<file path="config.mk">
export PLATFORM = sky130hd
export DESIGN_NAME = div_err_monitor
export DESIGN_NICKNAME = d
export VERILOG_FILES = /design/src/rtl/div_err_monitor.sv
export SDC_FILE = /design/constraint.sdc
export NUM_CORES = 1
export LEC_CHECK = 0
export BUFFER_PORTS_ARGS = -buffer_cell sky130_fd_sc_hd__buf_4
export CORE_MARGIN = 2
export CORE_UTILIZATION = 33
export DETAILED_ROUTE_END_ITERATION = 10
export PLACE_DENSITY_LB_ADDON = 0.15
export RECOVER_POWER = 25
export SYNTH_ARGS = -nofsm -noshare
export SYNTH_HDL_FRONTEND = slang
export SYNTH_SLANG_ARGS = --single-unit
</file>
<file path="constraint.sdc">
create_clock -name clk -period 4.44 [get_ports clk]
set_clock_uncertainty 0.2 [all_clocks]
set_input_delay 0.444 -clock clk [delete_from_list [all_inputs] [get_ports clk]]
set_output_delay 0.444 -clock clk [all_outputs]
set_load 0.005 [all_outputs]
</file>
<file path="src/rtl/div_err_monitor.sv">
// Scores a 16/8 approximate divider against exact restoring division and keeps
// saturating error statistics for characterisation runs.
module div_err_monitor #(
  parameter int unsigned CNT_W = 32,
  parameter int unsigned SUM_W = 40
) (
  input  logic             clk,
  input  logic             rst_n,
  input  logic             in_valid,
  output logic             in_ready,
  input  logic [15:0]      in_x,
  input  logic [7:0]       in_y,
  input  logic [7:0]       in_q,
  input  logic [7:0]       in_r,
  input  logic             clr,
  output logic             busy,
  output logic             done,
  output logic             last_skip,
  output logic             last_err,
  output logic [7:0]       last_ed,
  output logic [CNT_W-1:0] sample_cnt,
  output logic [CNT_W-1:0] skip_cnt,
  output logic [CNT_W-1:0] err_cnt,
  output logic [CNT_W-1:0] rem_err_cnt,
  output logic [SUM_W-1:0] ed_sum,
  output logic [7:0]       ed_max
);

  typedef enum logic [1:0] {StIdle, StRun, StCmp} state_e;

  state_e           state_q, state_d;
  logic [15:0]      x_q, x_d;
  logic [7:0]       y_q, y_d;
  logic [7:0]       q_q, q_d;
  logic [7:0]       r_q, r_d;
  logic             skip_q, skip_d;
  logic [8:0]       rem_q, rem_d;
  logic [2:0]       k_q, k_d;
  logic [7:0]       qex_q, qex_d;
  logic             done_q, done_d;
  logic             lskip_q, lskip_d;
  logic             lerr_q, lerr_d;
  logic [7:0]       led_q, led_d;
  logic [CNT_W-1:0] sample_q, sample_d;
  logic [CNT_W-1:0] skipc_q, skipc_d;
  logic [CNT_W-1:0] err_q, err_d;
  logic [CNT_W-1:0] remerr_q, remerr_d;
  logic [SUM_W-1:0] sum_q, sum_d;
  logic [7:0]       max_q, max_d;

  logic             accept;
  logic [8:0]       shifted;
  logic [9:0]       diff;
  logic             qbit;
  logic [7:0]       ed;
  logic [SUM_W:0]   sum_ext;

  assign in_ready = rst_n && (state_q == StIdle);
  assign accept   = in_valid && in_ready;

  // One restoring step: the borrow out of the 10-bit subtract decides the bit.
  assign shifted = {rem_q[7:0], x_q[k_q]};
  assign diff    = {1'b0, shifted} - {2'b00, y_q};
  assign qbit    = ~diff[9] | rem_q[8];

  assign ed      = (qex_q >= q_q) ? (qex_q - q_q) : (q_q - qex_q);
  assign sum_ext = {1'b0, sum_q} + (SUM_W + 1)'(ed);

  always_comb begin
    state_d  = state_q;
    x_d      = x_q;
    y_d      = y_q;
    q_d      = q_q;
    r_d      = r_q;
    skip_d   = skip_q;
    rem_d    = rem_q;
    k_d      = k_q;
    qex_d    = qex_q;
    done_d   = 1'b0;
    lskip_d  = lskip_q;
    lerr_d   = lerr_q;
    led_d    = led_q;
    sample_d = sample_q;
    skipc_d  = skipc_q;
    err_d    = err_q;
    remerr_d = remerr_q;
    sum_d    = sum_q;
    max_d    = max_q;

    if (clr && state_q != StCmp) begin
      lskip_d  = 1'b0;
      lerr_d   = 1'b0;
      led_d    = '0;
      sample_d = '0;
      skipc_d  = '0;
      err_d    = '0;
      remerr_d = '0;
      sum_d    = '0;
      max_d    = '0;
    end

    unique case (state_q)
      StIdle: begin
        if (accept) begin
          x_d = in_x;
          y_d = in_y;
          q_d = in_q;
          r_d = in_r;
          if (in_y == 8'd0 || in_x[15:8] >= in_y) begin
            skip_d  = 1'b1;
            state_d = StCmp;
          end else begin
            skip_d  = 1'b0;
            rem_d   = {1'b0, in_x[15:8]};
            k_d     = 3'd7;
            state_d = StRun;
          end
        end
      end
      StRun: begin
        qex_d = {qex_q[6:0], qbit};
        rem_d = qbit ? diff[8:0] : shifted;
        if (k_q == 3'd0) state_d = StCmp;
        else             k_d = k_q - 3'd1;
      end
      StCmp: begin
        state_d = StIdle;
        done_d  = 1'b1;
        if (skip_q) begin
          lskip_d = 1'b1;
          lerr_d  = 1'b0;
          led_d   = '0;
          if (skipc_q != '1) skipc_d = skipc_q + 1'b1;
        end else begin
          lskip_d = 1'b0;
          lerr_d  = (ed != 8'd0);
          led_d   = ed;
          if (sample_q != '1) sample_d = sample_q + 1'b1;
          if (ed != 8'd0 && err_q != '1) err_d = err_q + 1'b1;
          if (r_q != rem_q[7:0] && remerr_q != '1) remerr_d = remerr_q + 1'b1;
          sum_d = sum_ext[SUM_W] ? '1 : sum_ext[SUM_W-1:0];
          if (ed > max_q) max_d = ed;
        end
        // A clear landing on the finishing edge wins for the accumulators only.
        if (clr) begin
          sample_d = '0;
          skipc_d  = '0;
          err_d    = '0;
          remerr_d = '0;
          sum_d    = '0;
          max_d    = '0;
        end
      end
      default: state_d = StIdle;
    endcase
  end

  always_ff @(posedge clk) begin
    if (!rst_n) begin
      state_q  <= StIdle;
      x_q      <= '0;
      y_q      <= '0;
      q_q      <= '0;
      r_q      <= '0;
      skip_q   <= 1'b0;
      rem_q    <= '0;
      k_q      <= '0;
      qex_q    <= '0;
      done_q   <= 1'b0;
      lskip_q  <= 1'b0;
      lerr_q   <= 1'b0;
      led_q    <= '0;
      sample_q <= '0;
      skipc_q  <= '0;
      err_q    <= '0;
      remerr_q <= '0;
      sum_q    <= '0;
      max_q    <= '0;
    end else begin
      state_q  <= state_d;
      x_q      <= x_d;
      y_q      <= y_d;
      q_q      <= q_d;
      r_q      <= r_d;
      skip_q   <= skip_d;
      rem_q    <= rem_d;
      k_q      <= k_d;
      qex_q    <= qex_d;
      done_q   <= done_d;
      lskip_q  <= lskip_d;
      lerr_q   <= lerr_d;
      led_q    <= led_d;
      sample_q <= sample_d;
      skipc_q  <= skipc_d;
      err_q    <= err_d;
      remerr_q <= remerr_d;
      sum_q    <= sum_d;
      max_q    <= max_d;
    end
  end

  assign busy        = (state_q != StIdle);
  assign done        = done_q;
  assign last_skip   = lskip_q;
  assign last_err    = lerr_q;
  assign last_ed     = led_q;
  assign sample_cnt  = sample_q;
  assign skip_cnt    = skipc_q;
  assign err_cnt     = err_q;
  assign rem_err_cnt = remerr_q;
  assign ed_sum      = sum_q;
  assign ed_max      = max_q;

endmodule

</file>
# Word-level counts from Yosys, hierarchy flattened
# Cells that the tools add are included.
[totals]
in_bits = 44
register_bits = 242
word_cells = 118
[classes]
n_bitwise = 2
add_sub_neg = 9
n_mux = 55
n_lt_le_gt_ge = 4
n_eq_ne = 12
n_reduce_logical = 17
[ops]
columns = ["cell", "count"]
rows = [
  ["two-way mux 32 bit", 20],
  ["two-way mux 40 bit", 5],
  ["adder 32 x 1 -> 32 bit (second input constant)", 4],
  ["inequality test 32 bit (second input constant)", 4],
  ["two-way mux 8 bit", 9],
  ["adder 40 x 8 -> 41 bit", 1],
  ["two-way mux 9 bit", 3],
  ["case mux 9 bit (2 select lines)", 1],
  [">= comparator 8 bit", 2],
  ["subtractor 8 bit", 2],
  ["inequality test 2 bit (second input constant)", 5],
  ["subtractor 9 x 8 -> 10 bit", 1],
  ["two-way mux 3 bit", 3],
  ["> comparator 8 bit", 1],
  ["logical NOT 8 bit", 1],
  ["two-way mux 1 bit", 8],
  ["inequality test 8 bit", 1],
  ["nonzero test 8 bit", 1],
  ["two-way mux 2 bit", 3],
  ["case mux 3 bit (2 select lines)", 1],
  ["nonzero test 2 bit", 3],
  ["logical AND 1 bit", 5],
  ["< comparator 3 x 5 -> 1 bit (second input constant)", 1],
  ["case mux 2 bit (2 select lines)", 1],
  ["other kinds (12)", 13],
]

# Longest topological paths before layout
[depth]
depth_word = 8
mapped_depth = 21
depth_no_buf = 19

# Worst setup path after synthesis
# No wires, ideal clock.
[synth_timing]
path_type = "reg2reg"
start = "register qex_q[0]"
end = "register sum_q[34], in the netlist ed_sum[34]"
t_arrival_ns = 4.545
period_less_slack_ns = 4.864
setup_slack_ns = -0.424
path_stages_with_launch = 21
path_cell_list = "dfxtp_1 inv_1 ha_1 inv_1 fa_1 a211oi_4 nor3_2 o41ai_4 buf_6 mux2i_1 xnor2_1 ha_1 nor2b_1 o21ai_0 a21boi_0 o21ai_0 a211oi_2 a41oi_1 clkbuf_1 a21oi_1 o221a_2"
[synth_via]
elab_chain_cells = 7
elab_cells_between_ends = 9
cone_classes = "add/sub: 3; order compare: 1; mux: 5"
[synth_lines]
columns = ["item", "line_no", "source"]
rows = [
  ["start, declared", "39", "logic [7:0] qex_q, qex_d;"],
  ["start signal, assigned", "188", "qex_q <= qex_d;"],
  ["subtractor 8 bit / >= comparator 8 bit (equally long branches)", "66", "assign ed = (qex_q >= q_q) ? (qex_q - q_q) : (q_q - qex_q);"],
  ["two-way mux 8 bit *", "66", ""],
  ["adder 40 x 8 -> 41 bit *", "67", "assign sum_ext = {1'b0, sum_q} + (SUM_W + 1)'(ed);"],
  ["two-way mux 40 bit *", "141", "sum_d = sum_ext[SUM_W] ? '1 : sum_ext[SUM_W-1:0];"],
  ["two-way mux 40 bit *", "129", "if (skip_q) begin"],
  ["two-way mux 40 bit *", "145", "if (clr) begin"],
  ["two-way mux 40 bit *", "102", "unique case (state_q)"],
  ["end signal, assigned", "197", "sum_q <= sum_d;"],
  ["end, declared", "48", "logic [SUM_W-1:0] sum_q, sum_d;"],
]
# Every way passes the cells marked *; elsewhere a longest branch is shown, timed or not.
# A chain may end at the register's enable or synchronous reset.

# Final worst setup path
[layout_timing]
start = "register qex_q[0]"
end = "register sum_q[15], in the netlist ed_sum[15]"
# The elaborated chain is that of the path after synthesis.

==> results.json <==
{
  "fin_hold_ws_ns": 0.03507,
  "drc": 0,
  "clkTransAtPathRegs_ns": 0.06,
  "synth-compound-area-share_pct": 16.67,
  "die_h_um": 200.8,
  "period_share_pct": 97.72,
  "synth_enable_flop_cells": 0,
  "dieArea_um2": 40340,
  "synth_top_area_share_pct": 37.89,
  "cts_sinks": 242,
  "cap_violations": 0,
  "nFillCells": 3866,
  "synth_top_family_by_area": "simple AND/OR/NAND/NOR gates",
  "hpwl_um": 28460,
  "cp-end-kind": "register",
  "pwr-share-clk_pct": 40.5,
  "grt_pass1_wl_um": 62720,
  "path_max_fanout": 7,
  "power_frac_seq_pct": 39.2,
  "slew_headroom_pct": 41.50,
  "slowest_stage": "fa_2",
  "yosys.area_share.xor_xnor_pct": 7.603,
  "ys_ff_latch": 242,
  "io_pins": 233,
  "powerDensity_nw_per_um2": 335.2,
  "cts_max_level": 1,
  "yosysSeqAreaShare_pct": 37.89,
  "synthCells": 1566,
  "syn_area_per_cell_um2": 8.165,
  "chipWidth_um": 200.8,
  "cts_made_buffers": 29,
  "rsz0062_at_grt": "true",
  "cts_buffer_depth": 3,
  "rr_startpoint": "qex_q[0]",
  "min_to": "rem_q[3]",
  "finalHoldViolations": 0,
  "yosys.area.top_type": "dfxtp_1",
  "synth_fa_ha_area_share_pct": 5.813,
  "areaGrowthSynthToFinish_pct": 35.07,
  "row_count": 72,
  "routabilityCongestion": 0.8605,
  "firstDrtPassIters": 5,
  "drive_gt1_share_pct": 23.42,
  "initial_core_util_pct": 33.24,
  "grt-ovfl-total": 0,
  "path_cells": "inv_2 > ha_4 > inv_2 > fa_2 > a211oi_4 > nor3_4 > o41ai_4 > buf_4 > mux2i_2 > xnor2_1 > ha_1 > o21ai_2 > a21boi_2 > o21ai_4 > a211oi_4 > buf_6 > a41o_1 > buf_6 > or2_4 > buf_4 > nor2_2 > nor3_1",
  "worst_pin_slew_ns": 0.8742,
  "yosys_warnings": 0,
  "finalSetupViolCount": 0,
  "hold_depth": 3,
  "sw_frac_of_total_pct": 28.44,
  "dr.first_iter.drc_count": 539,
  "p_int_mw": 4.142,
  "cts_tree": "done",
  "r2r-end": "ed_sum[15]",
  "nets": 1996,
  "vias": 12196,
  "antenna_cells": 0,
  "antenna_found_initial": 0,
  "status": "completed",
  "viasPerCell": 5.017,
  "wl_per_cell_um": 16.11,
  "min_from": "in_x[11]",
  "path_class": "register to register",
  "grt_start_max_net_pins": 75,
  "ant_nets": 0,
  "irDropWorstVdd_uv": 283.8,
  "grt_pass1_vias": 11727,
  "cts_root_buffer": "clkbuf_16",
  "timing.reg2reg.setup_slack_ns": 0.10,
  "synth_nets": 1667,
  "yosys.area_share.simple_pct": 24.92,
  "ys_top_cells_by_area": "dfxtp_1, nand2_1, ha_1, nor2_1, o21ai_0",
  "hold_path_class": "primary input to register",
  "worstSetupStartpointType": "register",
  "fin_total_pwr_mw": 5.789,
  "synth-main-ff-cell": "dfxtp_1",
  "fmax_mhz": 230.5,
  "p_leak_nw": 6.747,
  "switchingPower_mw": 1.647,
  "maxSlewViolCount": 0,
  "clk_latency_ns": 0.58,
  "combPwrFrac_pct": 20.4,
  "reg2reg_depth": 22,
  "required_ns": 4.68,
  "syn-cell-area_um2": 12790,
  "arrival_ns": 4.58,
  "grt_usage_pct": 18.87,
  "synthMuxAreaShare_pct": 2.877,
  "min_period_ns": 4.339,
  "core_area_um2": 38470,
  "port_buffers": 232,
  "async_flop_share_pct": 0,
  "crit_path_max_incr_delay_ns": 0.36,
  "yosysUniqueCellTypes": 69,
  "totalWireLength_um": 39170
}
[critical path, delay by kind of cell (launching register included)]
kind / cells / cell delay [ns]
compound gates: 7 / 1.31
fa+ha+maj: 3 / 0.80
buf+inv: 6 / 0.74
simple gates: 4 / 0.46
flops: 1 / 0.32
mux: 1 / 0.23
xor+xnor: 1 / 0.18
[timing repair]
action / 4_1_cts / 5_1_grt
endpoints found under the hold margin: 36 / 0
setup buffers: 6 / 8
cloned: 1 / 0
pin swaps: 12 / 27
resized for setup: 8 / 61
endpoints found under the setup margin: 26 / 40
hold buffers: 36 / 0
[flip-flops by register name, summed over array words and instances (netlist names), 8 cells and up]
signal and count:
q_q 8, last_ed 8, ed_sum 40, ed_max 8, x_q 8, y_q 8
rem_q 9, rem_err_cnt 32, qex_q 8, sample_cnt 32, err_cnt 32, r_q 8
skip_cnt 32
[Yosys cell counts (all sizes together) (30+ instances only)]
library cell    n
clkbuf         57
and3           37
dfxtp         242
inv            70
mux2i          30
o21ai          99
nand4          42
a21oi          76
nor2          166
ha             53
xnor2          55
xor2           56
nand3          55
nand2         208
[how the worst max path moves through the flow]
stage | from | to | cells after the start
finish | qex_q[0] | ed_sum[15] | 22
global route | qex_q[0] | ed_sum[36] | 20
CTS | qex_q[0] | ed_sum[12] | 20
detailed placement | qex_q[0] | ed_sum[22] | 21
global placement | qex_q[0] | ed_sum[22] | 21
floorplan | qex_q[0] | ed_sum[22] | 21
[cells by family after synthesis]
group / Yosys count
multiplexers: 34
AND/OR/NAND/NOR: 664
buffers and inverters: 137
flip-flops: 242
adder cells (fa/ha/maj): 57
XOR/XNOR: 111
AO/OA/AOI/OAI: 321
[area by class of cell]
type,count,area [um2],area share [%]
clock buffer,39,843.3,4.883
tap,518,648.1,3.753
timing repair buffer,365,2794,16.18
sequential,242,4848,28.07
clock inverter,10,92.59,0.5361
multi-input combinational,1187,7781,45.06
inverter,70,262.8,1.521
[metal layers]
layer	wire, um	part of all wire, %	vias up	global-route usage (%)
met2	18180	46	285	31.56
met3	2197	5.6	42	3.782
met5	0	0	-	0
met4	697	1.8	0	5.079
li1	-	-	6165	-
met1	18090	46	5704	24.79
[stage by stage]
stage	worst slack [ns]	instances	TNS, ns	util, %	instance area (um2)
after global routing	-0.1764	2431	-1.949	44.90	17270
after floorplan	-0.08400	1566	-1.002	-	12920
after detailed placement	-0.1282	2331	-0.9779	40.71	15660
final	0.1013	2431	0	44.90	17270
after global placement	-0.05165	2331	-0.07127	40.71	15660
after CTS	-0.007653	2423	-0.009522	44.32	17050
[power by group through the flow]
stage,Sequential [mW],Combinational [mW],Clock (mW)
6_report,2.27,1.18,2.34
5_1_grt,2.27,1.30,2.53
3_5_place_dp,2.31,1.08,0
4_1_cts,2.27,1.14,2.43
2_1_floorplan,2.30,0.703,0
3_3_place_gp,2.31,1.07,0
[cells in the final DEF, fill, tap and decap left out, types with 8 or more instances in the layout]
master / instances
a211oi_1: 20
a21boi_0: 16
a21o_1: 13
a21oi_1: 62
a21oi_2: 12
a31oi_1: 11
and2_1: 17
and3_1: 36
and4_1: 14
buf_4: 227
buf_6: 8
clkbuf_1: 23
clkbuf_16: 29
clkbuf_4: 72
clkbuf_8: 8
dfxtp_1: 239
dlygate4sd3_1: 36
ha_1: 49
inv_1: 67
mux2i_1: 29
nand2_1: 207
nand2b_1: 28
nand3_1: 53
nand4_1: 42
nor2_1: 158
nor2b_1: 19
nor3_1: 27
nor4_1: 10
o211ai_1: 9
o21ai_0: 86
or3_1: 22
xnor2_1: 55
xor2_1: 56
(Power assumes the default switching activity.)
